--- config.mk ---
export PLATFORM = sky130hd
export DESIGN_NAME = fnd_scan_controller
export DESIGN_NICKNAME = d
export VERILOG_FILES = /design/src/rtl/fnd_pkg.sv /design/src/rtl/bin2bcd_seq.sv /design/src/rtl/fnd_scan_controller.sv
export SDC_FILE = /design/constraint.sdc
export NUM_CORES = 1
export LEC_CHECK = 0
export ABC_AREA = 0
export BUFFER_PORTS_ARGS = -buffer_cell sky130_fd_sc_hd__buf_2
export CELL_PAD_IN_SITES_DETAIL_PLACEMENT = 2
export CELL_PAD_IN_SITES_GLOBAL_PLACEMENT = 2
export CORE_UTILIZATION = 37
export CTS_CLUSTER_SIZE = 40
export DETAILED_ROUTE_END_ITERATION = 8
export PLACE_DENSITY = 0.87
export SLEW_MARGIN = 20
export SYNTH_ARGS = -nofsm -noshare
export SYNTH_HDL_FRONTEND = slang
export SYNTH_SLANG_ARGS = --single-unit
export TNS_END_PERCENT = 30
--- constraint.sdc ---
create_clock -name i_clk -period 2.7 [get_ports i_clk]
set_clock_uncertainty 0.05 [all_clocks]
set_input_delay 0.135 -clock i_clk [delete_from_list [all_inputs] [get_ports i_clk]]
set_output_delay 0.135 -clock i_clk [all_outputs]
set_load 0.02 [all_outputs]
--- src/rtl/fnd_pkg.sv ---
// Shared constants, FSM encoding and segment decoder for the FND scan path.
package fnd_pkg;
  localparam int FND_DIGITS = 4;
  localparam int VALUE_W    = 14;
  localparam int BCD_W      = 16;
  localparam int VALUE_MAX  = 9999;

  // Segment patterns {g,f,e,d,c,b,a}, active-low.
  localparam logic [6:0] SEG_0     = 7'h40;
  localparam logic [6:0] SEG_1     = 7'h79;
  localparam logic [6:0] SEG_2     = 7'h24;
  localparam logic [6:0] SEG_3     = 7'h30;
  localparam logic [6:0] SEG_4     = 7'h19;
  localparam logic [6:0] SEG_5     = 7'h12;
  localparam logic [6:0] SEG_6     = 7'h02;
  localparam logic [6:0] SEG_7     = 7'h78;
  localparam logic [6:0] SEG_8     = 7'h00;
  localparam logic [6:0] SEG_9     = 7'h10;
  localparam logic [6:0] SEG_BLANK = 7'h7F;

  typedef enum logic [1:0] {
    IDLE    = 2'd0,
    CONVERT = 2'd1,
    DONE    = 2'd2
  } conv_state_t;

  function automatic logic [6:0] seg_decode(input logic [3:0] nibble);
    case (nibble)
      4'd0:    seg_decode = SEG_0;
      4'd1:    seg_decode = SEG_1;
      4'd2:    seg_decode = SEG_2;
      4'd3:    seg_decode = SEG_3;
      4'd4:    seg_decode = SEG_4;
      4'd5:    seg_decode = SEG_5;
      4'd6:    seg_decode = SEG_6;
      4'd7:    seg_decode = SEG_7;
      4'd8:    seg_decode = SEG_8;
      4'd9:    seg_decode = SEG_9;
      default: seg_decode = SEG_BLANK;
    endcase
  endfunction
endpackage

--- src/rtl/bin2bcd_seq.sv ---
// Sequential double-dabble converter with start/ready handshake; owns the
// display BCD/dp registers, which it commits atomically in DONE.
module bin2bcd_seq
  import fnd_pkg::*;
(
  input  logic                  clk,
  input  logic                  reset,
  input  logic                  start,
  input  logic [VALUE_W-1:0]    value,
  input  logic [FND_DIGITS-1:0] dp_in,
  output logic                  ready,
  output logic [BCD_W-1:0]      bcd,
  output logic [FND_DIGITS-1:0] dp_out
);
  conv_state_t           state, state_next;
  logic [VALUE_W-1:0]    bin;
  logic [BCD_W-1:0]      work, adj;
  logic [3:0]            step_cnt;
  logic [FND_DIGITS-1:0] dp_cap;
  logic [VALUE_W-1:0]    value_sat;

  assign ready     = (state == IDLE);
  assign value_sat = (value > VALUE_W'(VALUE_MAX)) ? VALUE_W'(VALUE_MAX) : value;

  always_comb begin
    adj = work;
    for (int i = 0; i < FND_DIGITS; i++) begin
      if (work[4*i +: 4] >= 4'd5) begin
        adj[4*i +: 4] = work[4*i +: 4] + 4'd3;
      end else begin
        adj[4*i +: 4] = work[4*i +: 4];
      end
    end
  end

  always_comb begin
    state_next = state;
    case (state)
      IDLE:    state_next = start ? CONVERT : IDLE;
      CONVERT: state_next = (step_cnt == 4'd13) ? DONE : CONVERT;
      DONE:    state_next = IDLE;
      default: state_next = IDLE;
    endcase
  end

  always_ff @(posedge clk) begin
    if (reset) begin
      state    <= IDLE;
      bin      <= '0;
      work     <= '0;
      step_cnt <= 4'd0;
      dp_cap   <= '0;
      bcd      <= '0;
      dp_out   <= '0;
    end else begin
      state <= state_next;
      case (state)
        IDLE: begin
          if (start) begin
            bin      <= value_sat;
            work     <= '0;
            step_cnt <= 4'd0;
            dp_cap   <= dp_in;
          end
        end
        CONVERT: begin
          work     <= {adj[BCD_W-2:0], bin[VALUE_W-1]};
          bin      <= {bin[VALUE_W-2:0], 1'b0};
          step_cnt <= step_cnt + 4'd1;
        end
        DONE: begin
          bcd    <= work;
          dp_out <= dp_cap;
        end
        default: ;
      endcase
    end
  end
endmodule

--- src/rtl/fnd_scan_controller.sv ---
// 4-digit common-anode FND driver: BCD conversion plus prescaled digit scan.
// Optional leading-zero blanking via FND_BLANK_LEADING_ZERO_EN.
module fnd_scan_controller
  import fnd_pkg::*;
#(
  parameter int SCAN_DIV = 100_000,
  parameter int CNT_W    = 17
) (
  input  logic                  i_clk,
  input  logic                  i_reset,
  input  logic                  i_enable,
  input  logic                  i_load,
  input  logic [VALUE_W-1:0]    i_value,
  input  logic [FND_DIGITS-1:0] i_dp,
  output logic                  o_ready,
  output logic                  o_scan_tick,
  output logic [FND_DIGITS-1:0] o_fnd_com,
  output logic [7:0]            o_fnd_font
);
  logic [CNT_W-1:0]      prescaler;
  logic [1:0]            idx;
  logic [BCD_W-1:0]      disp_bcd;
  logic [FND_DIGITS-1:0] disp_dp;
  logic [3:0]            digit;
  logic [6:0]            seg;
  logic [FND_DIGITS-1:0] com_next;
  logic [7:0]            font_next;

  bin2bcd_seq u_conv (
    .clk    (i_clk),
    .reset  (i_reset),
    .start  (i_load),
    .value  (i_value),
    .dp_in  (i_dp),
    .ready  (o_ready),
    .bcd    (disp_bcd),
    .dp_out (disp_dp)
  );

  always_ff @(posedge i_clk) begin
    if (i_reset) begin
      prescaler   <= '0;
      idx         <= 2'd0;
      o_scan_tick <= 1'b0;
    end else if (i_enable) begin
      if (prescaler == CNT_W'(SCAN_DIV - 1)) begin
        prescaler   <= '0;
        idx         <= idx + 2'd1;
        o_scan_tick <= 1'b1;
      end else begin
        prescaler   <= prescaler + CNT_W'(1);
        o_scan_tick <= 1'b0;
      end
    end else begin
      prescaler   <= '0;
      o_scan_tick <= 1'b0;
    end
  end

  assign digit = disp_bcd[{idx, 2'b00} +: 4];

`ifdef FND_BLANK_LEADING_ZERO_EN
  logic [FND_DIGITS-1:0] blank_mask;
  // A digit is blank only when it and every more significant digit are zero.
  always_comb begin
    blank_mask[3] = (disp_bcd[15:12] == 4'd0);
    blank_mask[2] = blank_mask[3] && (disp_bcd[11:8] == 4'd0);
    blank_mask[1] = blank_mask[2] && (disp_bcd[7:4] == 4'd0);
    blank_mask[0] = 1'b0;
    if (blank_mask[idx]) begin
      seg = SEG_BLANK;
    end else begin
      seg = seg_decode(digit);
    end
  end
`else
  assign seg = seg_decode(digit);
`endif

  always_comb begin
    com_next  = 4'b1111;
    font_next = 8'hFF;
    if (i_enable) begin
      com_next  = ~(4'b0001 << idx);
      font_next = {~disp_dp[idx], seg};
    end else begin
      com_next  = 4'b1111;
      font_next = 8'hFF;
    end
  end

  always_ff @(posedge i_clk) begin
    if (i_reset) begin
      o_fnd_com  <= 4'b1111;
      o_fnd_font <= 8'hFF;
    end else begin
      o_fnd_com  <= com_next;
      o_fnd_font <= font_next;
    end
  end
endmodule

# ---- Word level (Yosys, flattened, before mapping)
# Memory sizes are Yosys's and may differ from the RTL's. A register that Yosys moved wholly into a read port is not among the register bits.
# Index checks and enable logic that the tools add are counted.
dict set report word_totals {
  wordCells 60
  register_bits 92
  n_memories 1
  inputBits 22
  output_inout_bits 14
  romBits 112
}
# memory words width read_ports rd_clocked_by_memory_dff write_ports line_no
set mem_list {}
lappend mem_list {{(no name shown)} 16 7 1 1 0 fnd_pkg.sv:28} ;# case (nibble)
dict set report op_classes {
  add_sub_neg 7
  n_eq_ne 5
  order_cmp 6
  n_mux 17
  n_shift 2
  n_reduce_logical 7
  bitwise_logic 3
}
# cell count
set ops {}
lappend ops {{$pmux 16 s2} 1}
lappend ops {{$mux 14} 2}
lappend ops {{$pmux 14 s2} 1}
lappend ops {{$add 17x1->17 const B} 1}
lappend ops {{$eq 17x17->1 const B} 1}
lappend ops {{$ge 4x3->1 const B} 4}
lappend ops {{$mux 16} 1}
lappend ops {{$mux 4} 4}
lappend ops {{$shiftx 16x5->4} 1}
lappend ops {{$gt 14x14->1 const B} 1}
lappend ops {{$add 4x2->4 const B} 3}
lappend ops {{$pmux 4 s2} 1}
lappend ops {{$reduce_and 2->1} 3}
lappend ops {{$add 4x1->4 const B} 1}
lappend ops {{$eq 4x4->1 const B} 1}
lappend ops {{$not 4->4} 1}
lappend ops {{$pmux 2 s2} 1}
lappend ops {{$shl 1x2->4 const A} 1}
lappend ops {{$add 3x2->3 const B} 1}
lappend ops {{$lt 2x3->1 const B} 1}
lappend ops {{$mux 1} 3}
lappend ops {{$mux 3} 1}
lappend ops {{$reduce_or 3->1} 1}
lappend ops {{$add 2x1->2 const B} 1}
lappend ops {{other kinds (9)} 10}

# ---- Logic depth before layout (Yosys ltp)
dict set report logic_depth {
  ltp_word 4
  mapped_depth 8
  depth_no_buf 7
}

# ---- Hierarchy
# Synthesis repeated with hierarchy kept, for this count alone.
dict set report unflattened {
  cells_unflattened 446
  area_unflattened_um2 4105.2
}
# mod seq_area_each_um2 area_each_um2 cells_per_inst instances
set by_module_without_submodules {}
lappend by_module_without_submodules {bin2bcd_seq 1201.2 2531.2 286 1}
lappend by_module_without_submodules {fnd_scan_controller 640.6 1574.0 160 1}

# ---- Least setup slack after synthesis
# No wires, ideal clock.
dict set report synth_timing {
  path_type {reg-to-reg}
  from {reg idx[0]}
  to {reg o_fnd_font[5]}
  synth_period_minus_slack_ps 1993
  setup_ps 120
  path_slack_ps 707
  path_stages_with_launch 9
  n_path_buf 1
  arrival_time_ps 1823
  t_required_ps 2530
  cell_sequence {dfxtp_1 buf_2 mux4_2 inv_1 ha_1 inv_1 nor2_1 nor2_1 a211o_1}
}
dict set report synth_via {
  elab_chain_cells 1
}
# item line_no
set synth_rtl {}
lappend synth_rtl {{start, declared} fnd_scan_controller.sv:21} ;# logic [1:0] idx;
lappend synth_rtl {{start signal, assigned} fnd_scan_controller.sv:48} ;# idx <= idx + 2'd1;
lappend synth_rtl {{$shiftx 16x5->4} fnd_scan_controller.sv:60} ;# assign digit = disp_bcd[{idx, 2'b00} +: 4];
lappend synth_rtl {{end, declared} fnd_scan_controller.sv:18} ;# output logic [7:0] o_fnd_font
# Every way passes these cells.
# A chain may end at the register's enable or synchronous reset.

# ---- Final worst setup path
# Same ends and word-level chain as after synthesis.

==> results.md <==
- In this run, the combinational gates consume 6.9% of the power.
- The count of routing violations after the opening detailed-route iteration is 73.
- Yosys mapped the design onto 48 distinct sky130hd cell types.
- The final routed wirelength across all metal layers is 10800 microns.
- The number of standard cells in the layout, taps in and fillers out is 620.
- The number of cells produced by synthesis is 440.
- In the final routed layout, each cell accounts on average for between 15 and 20 microns.
- For this run, design rule violations remaining after detail routing come to 0.
- The number of global-route vias before repair came to 3745.
- In this run the critical register-to-register path is launched from idx[0].
- The global-route total usage across every layer is 20.9%.
- For this block, the via count after detailed routing is 3393.
- Data on the critical path is required at its endpoint by between 2 and 3 ns.
- The min-delay analysis places its worst path in the category primary input to flop.
- met2 is the most crowded layer.
- Ranked by total cell area, the synthesized netlist is headed by sky130_fd_sc_hd__dfxtp_1 46%, sky130_fd_sc_hd__nand2_1 6.5%, sky130_fd_sc_hd__ha_1 6.2%.
- The root cell of the clock tree is sky130_fd_sc_hd__clkbuf_8.
- The number of buffers created by CTS is 9.
- The warning count from the yosys run is 0.
- When the netlist entered floorplanning its net count stood at between 400 and 500.
- The top flip-flop cell by instance count after synthesis is sky130_fd_sc_hd__dfxtp_1.
- The worst relative slew slack is about 43%.
- The footprint of the multi-input gates is 2030 sq um.
- Along the worst path, the maximum fanout reaches 9.
- The most critical setup path has its startpoint at idx[0].
- Across the VDD grid, the largest voltage drop is 0.210 mV.
- The global routing met1 resource utilization is about 24%.
- The highest-delay cell along the critical path is sky130_fd_sc_hd__mux4_2.
- The most critical setup path has its endpoint at o_fnd_font[5].
- The cell family contributing the most delay on the critical path is multiplexers.
- The final count of pins violating max slew is 0.
- The sequential element share of the synthesized area is approximately 46%.
- The total global routing overflow is 0.
- The fill cell instance count of the final layout is 1165.
- Across the run, the number of max-cap violations was 0.
- Counting flops and latches in the post-synthesis netlist gives just over 90.
- The diode insertion count for antenna repair is 0.
- The remaining antenna violation count after routing is 0.
- The startpoint class of the critical path is a flop.
- The final critical path takes up 83.2% of the cycle.
- After routing, the total negative slack on setup checks comes to 0 ns.
- Yosys mapped a number of flops with a built-in enable equal to 0.
- The maximum level of the CTS H-tree is 3.
- Registers take 1840 sq um.
- The number of antenna violations at the first check in global routing was 0.
- The core area is 10400 sq um.
- The number of iterations in the first detailed-routing pass is 4.
- The number of buffer and inverter stages on the critical path is 2.
- The fmax is 445 MHz.
- The worst path needs 2.25 ns of the cycle, external delays included.
- The latest clock arrival within the worst-skew pair is 0.37 ns.
- In this run the deepest clock path goes through 2 buffers.
- The layout overhead on the synthesized area is 14.0%.
- The share of total power dissipated in the clock network is 36.7%.
- During I/O placement, the number of pins put on the boundary was 36.
- The internal power is around 1.9 mW.
- The cell area that synthesis handed to floorplanning was 4030 sq um.
- The floorplan has 37 rows.
- Cells with a size suffix above 1 make up 13.0% of the layout.
- Walking the worst path, the cells encountered are mux4_2 > inv_1 > ha_1 > inv_1 > nor2_1 > nor2_1 > a211o_1.
- The initial core utilization is 38.6%.
- The share of synthesized area in the top cell type comes to between 40% and 50%.
- The largest total area in the synthesized netlist belongs to sky130_fd_sc_hd__dfxtp_1.
- The sort of element at the end of the critical path is a flop.
- The met2 track demand over resource is 38.1%.
- After detailed routing, the number of vias per cell comes to 5.47.
- Sequential cells account for roughly 56% of the total power.
- Gates resized during post-CTS repair numbered 0.
- The floorplan step defined a die boundary enclosing 11300 sq um.
- The analysis attributes to net switching a power of 611 uW.
- The routability-driven placement congestion ratio is just under 0.8.
- Global routing consumed, on the met3 layer, 3.25% of the routing resources.
- The first-pass GRT wire length is 18500 microns.
- The floorplan step set the die height to 106 microns.
- Setup repair after global routing left no endpoint under its margin.
- The count of clock tree sinks is between 90 and 100.
- The number of instances in the placed design is 594.
- The fraction of synthesis flops using an asynchronous set or reset pin is 0%.
- Across all register-to-register paths, the minimum setup slack is 0.45 ns.
- The logic depth of the worst setup path including buffers is 7.
- The count of nets after finishing is approximately 520.
- Cells fill approximately 44% of the core in the end.
- At the pin with the least slew margin, the transition time is roughly 0.86 ns.
- Setup violations remaining at the end of the flow were counted as 0.
- The worst endpoint data arrival time is 2.46 ns.
- The number of hold-slack violations in the final timing report is 0.
- A synthesized cell averages 9.15 sq um.
- The static leakage is around 1.6 nW.
- Entering global routing, the biggest net connects 30 pins.
- The power per standard cell area is about 540 nW/um^2.
- Clock-pin slew was measured on the worst setup and hold paths at 0.09 ns.
- The count of buffers added on input and output ports is 35.
- For this run, the slowest stage of the critical path takes roughly 0.64 ns.
- The flow ran to the end, and the final reports show no timing, DRC or antenna violations.
- The type of the worst setup path is flop to flop.
- The depth of the worst register-to-register path is 7.
- The total half-perimeter wirelength after legalization and detailed placement is 7810 microns.
- Measured along the x axis, the die boundary spans 106 microns.
- The endpoint identified for the worst register-to-register timing path is o_fnd_font[5].
- TritonCTS built the clock tree.
- After clock tree synthesis, the setup repair step added 0 buffers.
- In this run switching power makes up 24.5% of total power.
sequential cells by signal (all words and copies together) (netlist names), 8 cells and up:
signal and count:
prescaler 17, u_conv.bcd 16, u_conv.work 16, u_conv.bin 14
o_fnd_font 8
layer usage:
metal	routed length, microns	up-vias
li1	-	1636
met5	0	-
met2	5610	51
met3	235	14
met1	4810	1692
met4	184	0
final cells by class:
class	count	area share, %
multi-input combinational	311	44.3
timing repair buffer	49	6.65
tap	136	3.71
clock inverter	2	0.763
inverter	16	1.31
clock buffer	14	3.11
sequential	92	40.1
layout by cell type, fill, tap and decap left out, drive strengths merged, types with 6 or more instances in the layout:
master	count
a211oi	7
a21oi	43
a221oi	7
a22oi	6
buf	39
clkbuf	14
dfxtp	92
dlygate4sd3	10
ha	20
inv	16
mux2i	6
nand2	71
nand2b	10
nand3	11
nand4	7
nor2	26
nor3	6
o21ai	11
o22ai	6
o31ai	6
xnor2	11
xor2	11
stage by stage:
stage	power, mW	cell area, sq um	hold WS (ns)	setup slack, ns
floorplan	1.53	4030	0.184	0.707
global placement	1.58	4310	0.288	0.573
detailed placement	1.60	4310	0.294	0.437
CTS	2.52	4590	0.00771	0.418
global route	2.59	4590	0.0304	0.312
finish	2.49	4590	0.0242	0.452
tightest hold or removal path: stages:
cell	delay, ns
sky130_fd_sc_hd__buf_2	0.14
sky130_fd_sc_hd__nand2_1	0.06
sky130_fd_sc_hd__a311oi_1	0.07
worst min path at each step:
stage                      startpoint              to  slack (ns)  depth (start not counted)
after floorplan           i_value[11]  u_conv.bin[11]        0.18                          2
after global placement    i_value[11]  u_conv.bin[11]        0.29                          3
after detailed placement  i_value[11]  u_conv.bin[11]        0.29                          3
after CTS                 i_value[13]  u_conv.bin[13]       0.008                          3
after global routing      i_value[13]  u_conv.bin[13]        0.03                          3
final                     i_value[13]  u_conv.bin[13]        0.02                          3
power by group through the flow:
stage	Combinational, mW	Clock, mW	Sequential [mW]
3_3_place_gp	0.151	0	1.43
6_report	0.171	0.913	1.41
2_1_floorplan	0.0951	0	1.44
3_5_place_dp	0.161	0	1.44
4_1_cts	0.173	0.944	1.41
5_1_grt	0.189	0.987	1.41
logic make-up after synthesis:
logic type | share of synthesized area (%)
xor+xnor | 4.79
compound gates | 16.9
mux | 4.57
simple gates | 18.1
buf+inv | 3.70
fa+ha+maj | 6.22
flops | 45.8
cells in the mapped netlist (all sizes together), types with 3 or more instances:
library cell / instances
nor3: 6
nand4: 7
xor2: 11
inv: 16
nor2: 26
o21ai: 11
clkbuf: 15
a32o: 4
nor4: 4
ha: 20
dfxtp: 92
xnor2: 11
nand2: 71
nor2b: 3
o31ai: 6
buf: 6
a21oi: 43
nand3: 11
o22ai: 6
mux4: 5
a211oi: 7
o2bb2ai: 4
o32ai: 3
a221oi: 7
and4: 3
mux2i: 6
a22oi: 6
nand2b: 10
a22o: 4
repair_timing:
action / CTS / global route
endpoints found under the setup margin: 0 / 0
hold endpoints to repair: 10 / 0
hold buffers: 10 / 0
No activity file was read; power rests on OpenSTA's default activity.
